**src/rtl/sdram_mode_reg_sequencer_if.sv**
```systemverilog
// ---------------------------------------------------------------------------
// sdram_mode_reg_sequencer_if
//
// Bundle for the Load-Mode-Register sequencer. It groups the request
// handshake, the SDRAM command/address bus, and the shadowed MRS fields.
//
// Parameters
//   ADDR_W  SDRAM address bus width
//   BA_W    SDRAM bank address width
//
// Signals (direction seen from the sequencer, i.e. the slave modport)
//   sdram_init     in   power-up init complete; requests ignored while 0
//   mode_reg_en    in   request strobe, sampled only while idle
//   mode_reg_sel   in   0 = MRS (BA=0), 1 = EMRS (BA=1)
//   mode_reg_val   in   register value to load
//   mode_reg_busy  out  sequence in progress
//   mode_reg_done  out  one-cycle completion pulse
//   sdram_cmd      out  {cs_n, ras_n, cas_n, we_n}
//   sdram_ba       out  bank address
//   sdram_addr     out  address bus
//   cas_latency    out  shadow of MRS[6:4]
//   burst_len      out  shadow of MRS[2:0]
//
// Modports
//   slave   the sequencer itself
//   master  the requester / arbiter side
// ---------------------------------------------------------------------------
interface sdram_mode_reg_sequencer_if #(
    parameter int unsigned ADDR_W = 12,
    parameter int unsigned BA_W   = 2
);

    logic              sdram_init;
    logic              mode_reg_en;
    logic              mode_reg_sel;
    logic [ADDR_W-1:0] mode_reg_val;
    logic              mode_reg_busy;
    logic              mode_reg_done;
    logic [3:0]        sdram_cmd;
    logic [BA_W-1:0]   sdram_ba;
    logic [ADDR_W-1:0] sdram_addr;
    logic [2:0]        cas_latency;
    logic [2:0]        burst_len;

    modport slave (
        input  sdram_init,
        input  mode_reg_en,
        input  mode_reg_sel,
        input  mode_reg_val,
        output mode_reg_busy,
        output mode_reg_done,
        output sdram_cmd,
        output sdram_ba,
        output sdram_addr,
        output cas_latency,
        output burst_len
    );

    modport master (
        output sdram_init,
        output mode_reg_en,
        output mode_reg_sel,
        output mode_reg_val,
        input  mode_reg_busy,
        input  mode_reg_done,
        input  sdram_cmd,
        input  sdram_ba,
        input  sdram_addr,
        input  cas_latency,
        input  burst_len
    );

endinterface

```
**src/rtl/sdram_mode_reg_sequencer.sv**
```systemverilog
// ---------------------------------------------------------------------------
// sdram_mode_reg_sequencer
//
// Load-Mode-Register sequencer for the SDRAM controller. Accepts a single
// request to program the Mode Register (MRS, BA=0) or the Extended Mode
// Register (EMRS, BA=1), optionally preceded by PRECHARGE ALL, enforces
// tRP / tMRD spacing and returns a one-cycle done pulse. The last MRS value
// written is shadowed (CAS latency, burst length code) for the read/write
// paths. The cmd/ba/addr outputs are muxed onto the SDRAM pins by the
// top-level arbiter.
//
// Build option
//   SDRAM_MRS_PRECHARGE_EN  defined: PRECHARGE ALL + tRP wait precede LMR.
//                           undefined: LMR is issued directly; the caller
//                           guarantees all banks are idle and T_RP is unused.
//
// Parameters
//   ADDR_W  address bus width (>=11, A10 is the precharge-all bit)
//   BA_W    bank address width (>=1)
//   T_RP    PRECHARGE -> next command spacing in clocks (>=1)
//   T_MRD   LMR -> done spacing in clocks (>=1)
//
// Ports
//   sys_clk  system clock, all logic on posedge
//   sys_rst  synchronous active-high reset; aborts any sequence at once
//   bus      sdram_mode_reg_sequencer_if.slave (request, SDRAM bus, shadows)
//
// Timing (E = edge that accepts the request; "at E+n" = value presented to
// the SDRAM at edge E+n):
//   with precharge:    PRE at E+1, LMR at E+1+T_RP, done at E+1+T_RP+T_MRD
//   without precharge: LMR at E+1, done at E+1+T_MRD
// ---------------------------------------------------------------------------
module sdram_mode_reg_sequencer #(
    parameter int unsigned ADDR_W = 12,
    parameter int unsigned BA_W   = 2,
    parameter int unsigned T_RP   = 2,
    parameter int unsigned T_MRD  = 2
) (
    input  logic                       sys_clk,
    input  logic                       sys_rst,
    sdram_mode_reg_sequencer_if.slave  bus
);

    localparam logic [3:0] CMD_NOP = 4'b0111;
    localparam logic [3:0] CMD_PRE = 4'b0010;
    localparam logic [3:0] CMD_LMR = 4'b0000;

    localparam int unsigned T_MAX = (T_RP > T_MRD) ? T_RP : T_MRD;
    localparam int unsigned CNT_W = $clog2(T_MAX + 1);

    // A wait state of N-1 cycles is entered with the counter at N-2 and
    // left when it reaches zero.
`ifdef SDRAM_MRS_PRECHARGE_EN
    localparam logic [CNT_W-1:0] RP_LOAD  = CNT_W'((T_RP  > 1) ? T_RP  - 2 : 0);
`endif
    localparam logic [CNT_W-1:0] MRD_LOAD = CNT_W'((T_MRD > 1) ? T_MRD - 2 : 0);

    typedef enum logic [2:0] {
        S_IDLE,
        S_PRE,
        S_WAIT_RP,
        S_LMR,
        S_WAIT_MRD,
        S_DONE
    } state_t;

    state_t            state_q, state_d;
    logic [CNT_W-1:0]  cnt_q,   cnt_d;
    logic [ADDR_W-1:0] val_q,   val_d;
    logic              sel_q,   sel_d;
    logic [3:0]        cmd_q,   cmd_d;
    logic [BA_W-1:0]   ba_q,    ba_d;
    logic [ADDR_W-1:0] addr_q,  addr_d;
    logic              busy_q,  busy_d;
    logic              done_q,  done_d;
    logic [2:0]        cas_q,   cas_d;
    logic [2:0]        bl_q,    bl_d;

    // Next-state, counter, latch and shadow logic.
    always_comb begin
        state_d = state_q;
        cnt_d   = cnt_q;
        val_d   = val_q;
        sel_d   = sel_q;
        cas_d   = cas_q;
        bl_d    = bl_q;

        case (state_q)
            S_IDLE: begin
                if (bus.mode_reg_en && bus.sdram_init) begin
                    val_d = bus.mode_reg_val;
                    sel_d = bus.mode_reg_sel;
`ifdef SDRAM_MRS_PRECHARGE_EN
                    state_d = S_PRE;
`else
                    state_d = S_LMR;
`endif
                end
            end
`ifdef SDRAM_MRS_PRECHARGE_EN
            S_PRE: begin
                if (T_RP > 1) begin
                    state_d = S_WAIT_RP;
                    cnt_d   = RP_LOAD;
                end else begin
                    state_d = S_LMR;
                end
            end
            S_WAIT_RP: begin
                if (cnt_q == '0) begin
                    state_d = S_LMR;
                end else begin
                    cnt_d = cnt_q - 1'b1;
                end
            end
`endif
            S_LMR: begin
                // Shadows follow MRS only; EMRS leaves them untouched.
                if (!sel_q) begin
                    cas_d = val_q[6:4];
                    bl_d  = val_q[2:0];
                end
                if (T_MRD > 1) begin
                    state_d = S_WAIT_MRD;
                    cnt_d   = MRD_LOAD;
                end else begin
                    state_d = S_DONE;
                end
            end
            S_WAIT_MRD: begin
                if (cnt_q == '0) begin
                    state_d = S_DONE;
                end else begin
                    cnt_d = cnt_q - 1'b1;
                end
            end
            S_DONE: begin
                state_d = S_IDLE;
            end
            default: begin
                state_d = S_IDLE;
            end
        endcase
    end

    // Outputs are decoded from the next state so that the registered bus
    // shows each command during the cycle the state machine occupies it.
    always_comb begin
        cmd_d  = CMD_NOP;
        ba_d   = '0;
        addr_d = '0;
        busy_d = 1'b0;
        done_d = 1'b0;

        case (state_d)
            S_PRE: begin
                cmd_d      = CMD_PRE;
                addr_d[10] = 1'b1;
                busy_d     = 1'b1;
            end
            S_WAIT_RP, S_WAIT_MRD: begin
                busy_d = 1'b1;
            end
            S_LMR: begin
                cmd_d  = CMD_LMR;
                addr_d = val_d;
                ba_d   = BA_W'(sel_d);
                busy_d = 1'b1;
            end
            S_DONE: begin
                done_d = 1'b1;
            end
            default: begin
                cmd_d = CMD_NOP;
            end
        endcase
    end

    always_ff @(posedge sys_clk) begin
        if (sys_rst) begin
            state_q <= S_IDLE;
            cnt_q   <= '0;
            val_q   <= '0;
            sel_q   <= 1'b0;
            cmd_q   <= CMD_NOP;
            ba_q    <= '0;
            addr_q  <= '0;
            busy_q  <= 1'b0;
            done_q  <= 1'b0;
            cas_q   <= '0;
            bl_q    <= '0;
        end else begin
            state_q <= state_d;
            cnt_q   <= cnt_d;
            val_q   <= val_d;
            sel_q   <= sel_d;
            cmd_q   <= cmd_d;
            ba_q    <= ba_d;
            addr_q  <= addr_d;
            busy_q  <= busy_d;
            done_q  <= done_d;
            cas_q   <= cas_d;
            bl_q    <= bl_d;
        end
    end

    assign bus.sdram_cmd     = cmd_q;
    assign bus.sdram_ba      = ba_q;
    assign bus.sdram_addr    = addr_q;
    assign bus.mode_reg_busy = busy_q;
    assign bus.mode_reg_done = done_q;
    assign bus.cas_latency   = cas_q;
    assign bus.burst_len     = bl_q;

endmodule
```
**src/flat_wrapper.sv**
```systemverilog
// flat-port wrapper written by rule: the top's interface ports become plain ports
module sdram_mode_reg_sequencer_flat 
#(
    parameter int unsigned ADDR_W = 12,
    parameter int unsigned BA_W   = 2,
    parameter int unsigned T_RP   = 2,
    parameter int unsigned T_MRD  = 2
)
  (sys_clk, sys_rst, bus_sdram_init, bus_mode_reg_en, bus_mode_reg_sel, bus_mode_reg_val, bus_mode_reg_busy, bus_mode_reg_done, bus_sdram_cmd, bus_sdram_ba, bus_sdram_addr, bus_cas_latency, bus_burst_len);
  sdram_mode_reg_sequencer_if #(.ADDR_W(ADDR_W), .BA_W(BA_W)) bus_i ();
  input  logic sys_clk;
  input  logic sys_rst;
  input wire logic [$bits(bus_i.sdram_init)-1:0] bus_sdram_init;
  input wire logic [$bits(bus_i.mode_reg_en)-1:0] bus_mode_reg_en;
  input wire logic [$bits(bus_i.mode_reg_sel)-1:0] bus_mode_reg_sel;
  input wire logic [$bits(bus_i.mode_reg_val)-1:0] bus_mode_reg_val;
  output wire logic [$bits(bus_i.mode_reg_busy)-1:0] bus_mode_reg_busy;
  output wire logic [$bits(bus_i.mode_reg_done)-1:0] bus_mode_reg_done;
  output wire logic [$bits(bus_i.sdram_cmd)-1:0] bus_sdram_cmd;
  output wire logic [$bits(bus_i.sdram_ba)-1:0] bus_sdram_ba;
  output wire logic [$bits(bus_i.sdram_addr)-1:0] bus_sdram_addr;
  output wire logic [$bits(bus_i.cas_latency)-1:0] bus_cas_latency;
  output wire logic [$bits(bus_i.burst_len)-1:0] bus_burst_len;
  assign bus_i.sdram_init = bus_sdram_init;
  assign bus_i.mode_reg_en = bus_mode_reg_en;
  assign bus_i.mode_reg_sel = bus_mode_reg_sel;
  assign bus_i.mode_reg_val = bus_mode_reg_val;
  assign bus_mode_reg_busy = bus_i.mode_reg_busy;
  assign bus_mode_reg_done = bus_i.mode_reg_done;
  assign bus_sdram_cmd = bus_i.sdram_cmd;
  assign bus_sdram_ba = bus_i.sdram_ba;
  assign bus_sdram_addr = bus_i.sdram_addr;
  assign bus_cas_latency = bus_i.cas_latency;
  assign bus_burst_len = bus_i.burst_len;
  sdram_mode_reg_sequencer #(.ADDR_W(ADDR_W), .BA_W(BA_W), .T_RP(T_RP), .T_MRD(T_MRD)) u_core (.sys_clk(sys_clk), .sys_rst(sys_rst), .bus(bus_i));
endmodule
```
**config.mk**
```make
export PLATFORM = sky130hd
export DESIGN_NAME = sdram_mode_reg_sequencer_flat
export DESIGN_NICKNAME = d
export VERILOG_FILES = /design/src/rtl/sdram_mode_reg_sequencer_if.sv /design/src/rtl/sdram_mode_reg_sequencer.sv /design/src/flat_wrapper.sv
export SDC_FILE = /design/constraint.sdc
export NUM_CORES = 1
export LEC_CHECK = 0
export ABC_AREA = 1
export CAP_MARGIN = 20
export CORE_ASPECT_RATIO = 1.2
export CORE_MARGIN = 2
export CORE_UTILIZATION = 42
export DETAILED_ROUTE_END_ITERATION = 12
export PLACE_DENSITY = 0.86
export SLEW_MARGIN = 25
export SYNTH_ARGS = -nofsm -noshare
export SYNTH_HDL_FRONTEND = slang
export SYNTH_SLANG_ARGS = --single-unit
```
**constraint.sdc**
```tcl
create_clock -name sys_clk -period 1.3 [get_ports sys_clk]
set_clock_uncertainty 0.05 [all_clocks]
set_input_delay 0.39 -clock sys_clk [delete_from_list [all_inputs] [get_ports sys_clk]]
set_output_delay 0.39 -clock sys_clk [all_outputs]
set_load 0.005 [all_outputs]
```
# Yosys cells after proc, flatten, opt, wreduce, memory -nomap -nowiden
# Index checks and enable logic that the tools add are counted.
# W data, S select, Z words.
totals:
  output_inout_bits: 26
  elab_cells: 45
  in_bits: 17
  register_bits: 44
op_classes:
  reduce_logical: 8
  bitwise: 2
  n_mux: 13
  n_addsub: 1
  eq_ne: 8
op_table:
  columns: ["operator", "count"]
  rows:
  - ["$mux W12", 2]
  - ["$eq A3 B2 Y1 const B", 3]
  - ["$eq A3 B3 Y1 const B", 3]
  - ["$pmux W3 S3", 1]
  - ["$mux W3", 2]
  - ["$pmux W3 S2", 1]
  - ["$mux W1", 4]
  - ["$pmux W2 S2", 1]
  - ["$reduce_and A2 Y1", 2]
  - ["$reduce_or A4 Y1", 1]
  - ["$eq A3 B1 Y1 const B", 1]
  - ["$logic_not A3 Y1", 1]
  - ["$logic_not A2 Y1", 1]
  - ["$mux W2", 1]
  - ["$ne A2 B2 Y1 const B", 1]
  - ["$not A1 Y1", 2]
  - ["$pmux W1 S2", 1]
  - ["$reduce_bool A2 Y1", 1]
  - ["$reduce_or A2 Y1", 1]
  - ["$sub A2 B1 Y2 const B", 1]
  - ["$logic_and A1 B1 Y1", 1]

# Depth between registers and ports, before layout
logic_depth:
  ltp_word: 6
  ltp_mapped: 7
  mapped_depth_nobuf: 7

# Worst setup path after synthesis
# No wires, ideal clock.
synth_timing:
  path_type: "register to register"
  start: "reg u_core.state_q[1]"
  end: "reg u_core.val_q[2]"
  synth_period_minus_slack_ns: 1.082
  path_buffers: 1
  required_ns: 1.192
  setup_ns: 0.058
  slack_ns: 0.218
  path_stages_with_launch: 7
  arrival_time_ns: 0.974
  path_cell_list: "dfxtp_1 nor2_4 nand4_4 nor2_4 buf_6 nand2_1 nand2_1"
synth_between:
  elab_chain_len: 2
synth_rtl:
  columns: ["item", "line_no", "source"]
  rows:
  - ["from (decl)", "sdram_mode_reg_sequencer.sv:67", "state_t state_q, state_d;"]
  - ["from (signal assigned)", "sdram_mode_reg_sequencer.sv:193", "state_q <= state_d;"]
  - ["$logic_not A3 Y1", "sdram_mode_reg_sequencer.sv:88", "case (state_q)"]
  - ["$mux W12", "sdram_mode_reg_sequencer.sv:88", null]
  - ["to (signal assigned)", "sdram_mode_reg_sequencer.sv:195", "val_q <= val_d;"]
  - ["to (decl)", "sdram_mode_reg_sequencer.sv:69", "logic [ADDR_W-1:0] val_q, val_d;"]
# No other way between the ends.
# A chain may end at the register's enable or synchronous reset.

# Worst setup path after layout
layout_timing:
  start: "in bus_mode_reg_en"
  end: "reg u_core.val_q[2]"
layout_between:
  elab_chain_len: 3
layout_rtl:
  columns: ["item", "line_no", "source"]
  rows:
  - ["from (decl)", "flat_wrapper.sv:14", "input wire logic [$bits(bus_i.mode_reg_en)-1:0] bus_mode_reg_en;"]
  - ["$logic_and A1 B1 Y1", "sdram_mode_reg_sequencer.sv:90", "if (bus.mode_reg_en && bus.sdram_init) begin"]
  - ["$mux W12", "sdram_mode_reg_sequencer.sv:90", null]
  - ["$mux W12", "sdram_mode_reg_sequencer.sv:88", null]
# No other way between the ends.

==> flow_metrics.tcl <==
set metrics [dict create \
    antenna_left 0 \
    clkSlewWorstSetupHoldPaths_ns 0.10 \
    crit_buf_inv 2 \
    start_util 0.431 \
    use_met3 0.0718 \
    crit_slowest_cell "clkdlybuf4s50_1" \
    min_path_type "in2reg" \
    peakVddDrop_v 0.000776 \
    die_y_um 62.0 \
    gp_congestion 0.778 \
    dp_hpwl_um 1680 \
    status "complete, no violations" \
    fmax_mhz 804 \
    n_antenna_cell 0 \
    p_leak_nw 0.840 \
    gr-max-usage-layer "met2" \
    synthDistinctLibCells 17 \
    rsz0062_at_grt "false" \
    grt_usage 0.152 \
    nFillCells 250 \
    grt_overflow_total 0 \
    wl_per_cell_um 10.1 \
    final_cell_mix "nand2_1, inv_1, dfxtp_1, clkbuf_2, nor2_1" \
    worstPathCellList "clkdlybuf4s50_1, nand4_4, nor2_4, buf_12, nand2_1, nand2_1" \
    fin_ws_ns 0.0567 \
    placed_cell_area_um2 1580 \
    worstSetupPathType "in2reg" \
    setup.worst_path.end_class "flip-flop" \
    ys_seq_area_frac 0.594 \
    max_cap_viol_count 0 \
    cts_hold_buf 0 \
    synth_seq_cells 35 \
    antenna_found_initial 0 \
    syn_area_per_cell_um2 8.60 \
    numPlacedInstances 207 \
    hold_ws_ns 0.389 \
    firstDrtPassIters 4 \
    cts_buffer_depth 2 \
    final_common_cell "nand2_1" \
    cts.htree.levels 2 \
    maxSlewViolCount 0 \
    ys_warn_count 0 \
    viasPerCell 4.34 \
    grt_first_pass_wirelength_um 3410 \
    rrSetupSlack_ns 0.11 \
    finalHoldViolations 0 \
    fin_crit_ns 1.24 \
    fin_tns_setup_ns 0 \
    instances_no_fill 218 \
    arrival_ns 1.46 \
    via_count 947 \
    port_buffers 40 \
    netlist_area_um2 1180 \
    insertion_delay_ns 0.32 \
    finalCritPeriodShare 0.956 \
    layout-drive-gt1-share 0.288 \
    grt_pass1_vias 829 \
    numCtsBuffers 5 \
    cts_tree "done" \
    grt_use_met1 0.144 \
    crit_fanout 16 \
    critical_path_required_ns 1.52 \
    p_total_mw 1.80 \
    io_pins 43 \
    drt-total-wl_um 2210 \
    route.detailed.drc 0 \
    synth_cells 137 \
    core_region_area_um2 2730 \
    slowest_delay_ns 0.53 \
    utilization 0.573 \
    cts_root_buffer "clkbuf_4" \
    path_delay_family "buffers and inverters" \
    syn2layout_area_growth_pct 32.8 \
    power_density_nw_per_um2 1150 \
    rows 21 \
    dr.first_iter.drc_count 22 \
    die_area_um2 3250 \
    final_nets 201 \
    grt_max_degree 17 \
    path_common_cell "nand2_1" \
    die_width_um 52.4 \
    worstSetupStartpointType "input pin" \
    setup_viol 0 \
    design_area_um2 1570 \
    clkSinkCount 35 \
    place_ws_ns -0.365 \
    met2_usage 0.266 \
]
## synth_stat cells (all sizes together)
| master | number | share of area |
|---|---|---|
| buf | 5 | 0.038 |
| o21ai | 7 | 0.030 |
| nand2 | 35 | 0.11 |
| a21oi | 3 | 0.013 |
| nand3 | 3 | 0.013 |
| dfxtp | 35 | 0.59 |
| nor2 | 20 | 0.081 |
| nor3 | 1 | 0.0042 |
| nand4 | 2 | 0.023 |
| inv | 24 | 0.076 |
| ha | 1 | 0.011 |
| conb | 1 | 0.0032 |
## final timing paths
| kind | from | end | cells after the start |
|---|---|---|---|
| max reg2reg | u_core.cnt_q[0] | u_core.cnt_q[0] | 7 |
| max | bus_mode_reg_en | u_core.val_q[2] | 6 |
| min reg2reg | u_core.cnt_q[0] | u_core.cnt_q[0] | 1 |
| min | sys_rst | u_core.bus.mode_reg_done | 2 |
## state kept, by name (all words and copies together) (netlist names)
signal	cells
u_core.state_q	3
u_core.bus.sdram_ba	1
u_core.cnt_q	2
u_core.val_q	6
u_core.bus.burst_len	3
u_core.sel_q	1
u_core.bus.mode_reg_done	1
u_core.bus.cas_latency	3
u_core.bus.sdram_addr	12
u_core.bus.sdram_cmd	2
u_core.bus.mode_reg_busy	1
## worst reg2reg max path, delay by kind of cell, from the launching register on
kind | cells | cell delay, ns
flops | 1 | 0.35
fa+ha+maj | 1 | 0.21
compound gates | 1 | 0.11
buf+inv | 2 | 0.14
simple gates | 3 | 0.28
## layer usage
layer / up-vias / part of all wire
met5: - / 0
met1: 423 / 0.38
met4: 0 / 0.025
met2: 22 / 0.55
li1: 498 / -
met3: 4 / 0.049
## cells by family (layout without fill, tap and decap cells)
group | Yosys count | in the layout | share of synthesized area
AO/OA/AOI/OAI | 10 | 10 | 0.0425
adder cells (fa/ha/maj) | 1 | 1 | 0.0106
AND/OR/NAND/NOR | 61 | 61 | 0.235
buffers and inverters | 29 | 75 | 0.115
other | 1 | 2 | 0.00318
flip-flops | 35 | 35 | 0.594
## layout make-up
class                           instances  area [µm²]  share of cell area
Clock buffer                            7        45.0              0.0288
Multi-Input combinational cell         74         347               0.221
Sequential cell                        35         718               0.459
Clock inverter                          1        5.00             0.00320
Timing Repair Buffer                   43         318               0.203
Tap cell                               34        42.5              0.0272
Inverter                               24        90.1              0.0576
## where the power goes
| group | switching [mW] | internal, mW | total [mW] |
|---|---|---|---|
| registers | 0.0158 | 1.11 | 1.12 |
| logic | 0.0633 | 0.0798 | 0.143 |
| clock network | 0.323 | 0.211 | 0.533 |
## repair_timing
| action | 4_1_cts | 5_1_grt |
|---|---|---|
| gates resized for setup | 66 | 26 |
| pin swaps | 1 | 0 |
| buffers inserted | 3 | 0 |
| gates cloned | 0 | 0 |
| setup endpoints to repair | 34 | 28 |
Note: power is estimated with default switching activity, not from simulation.
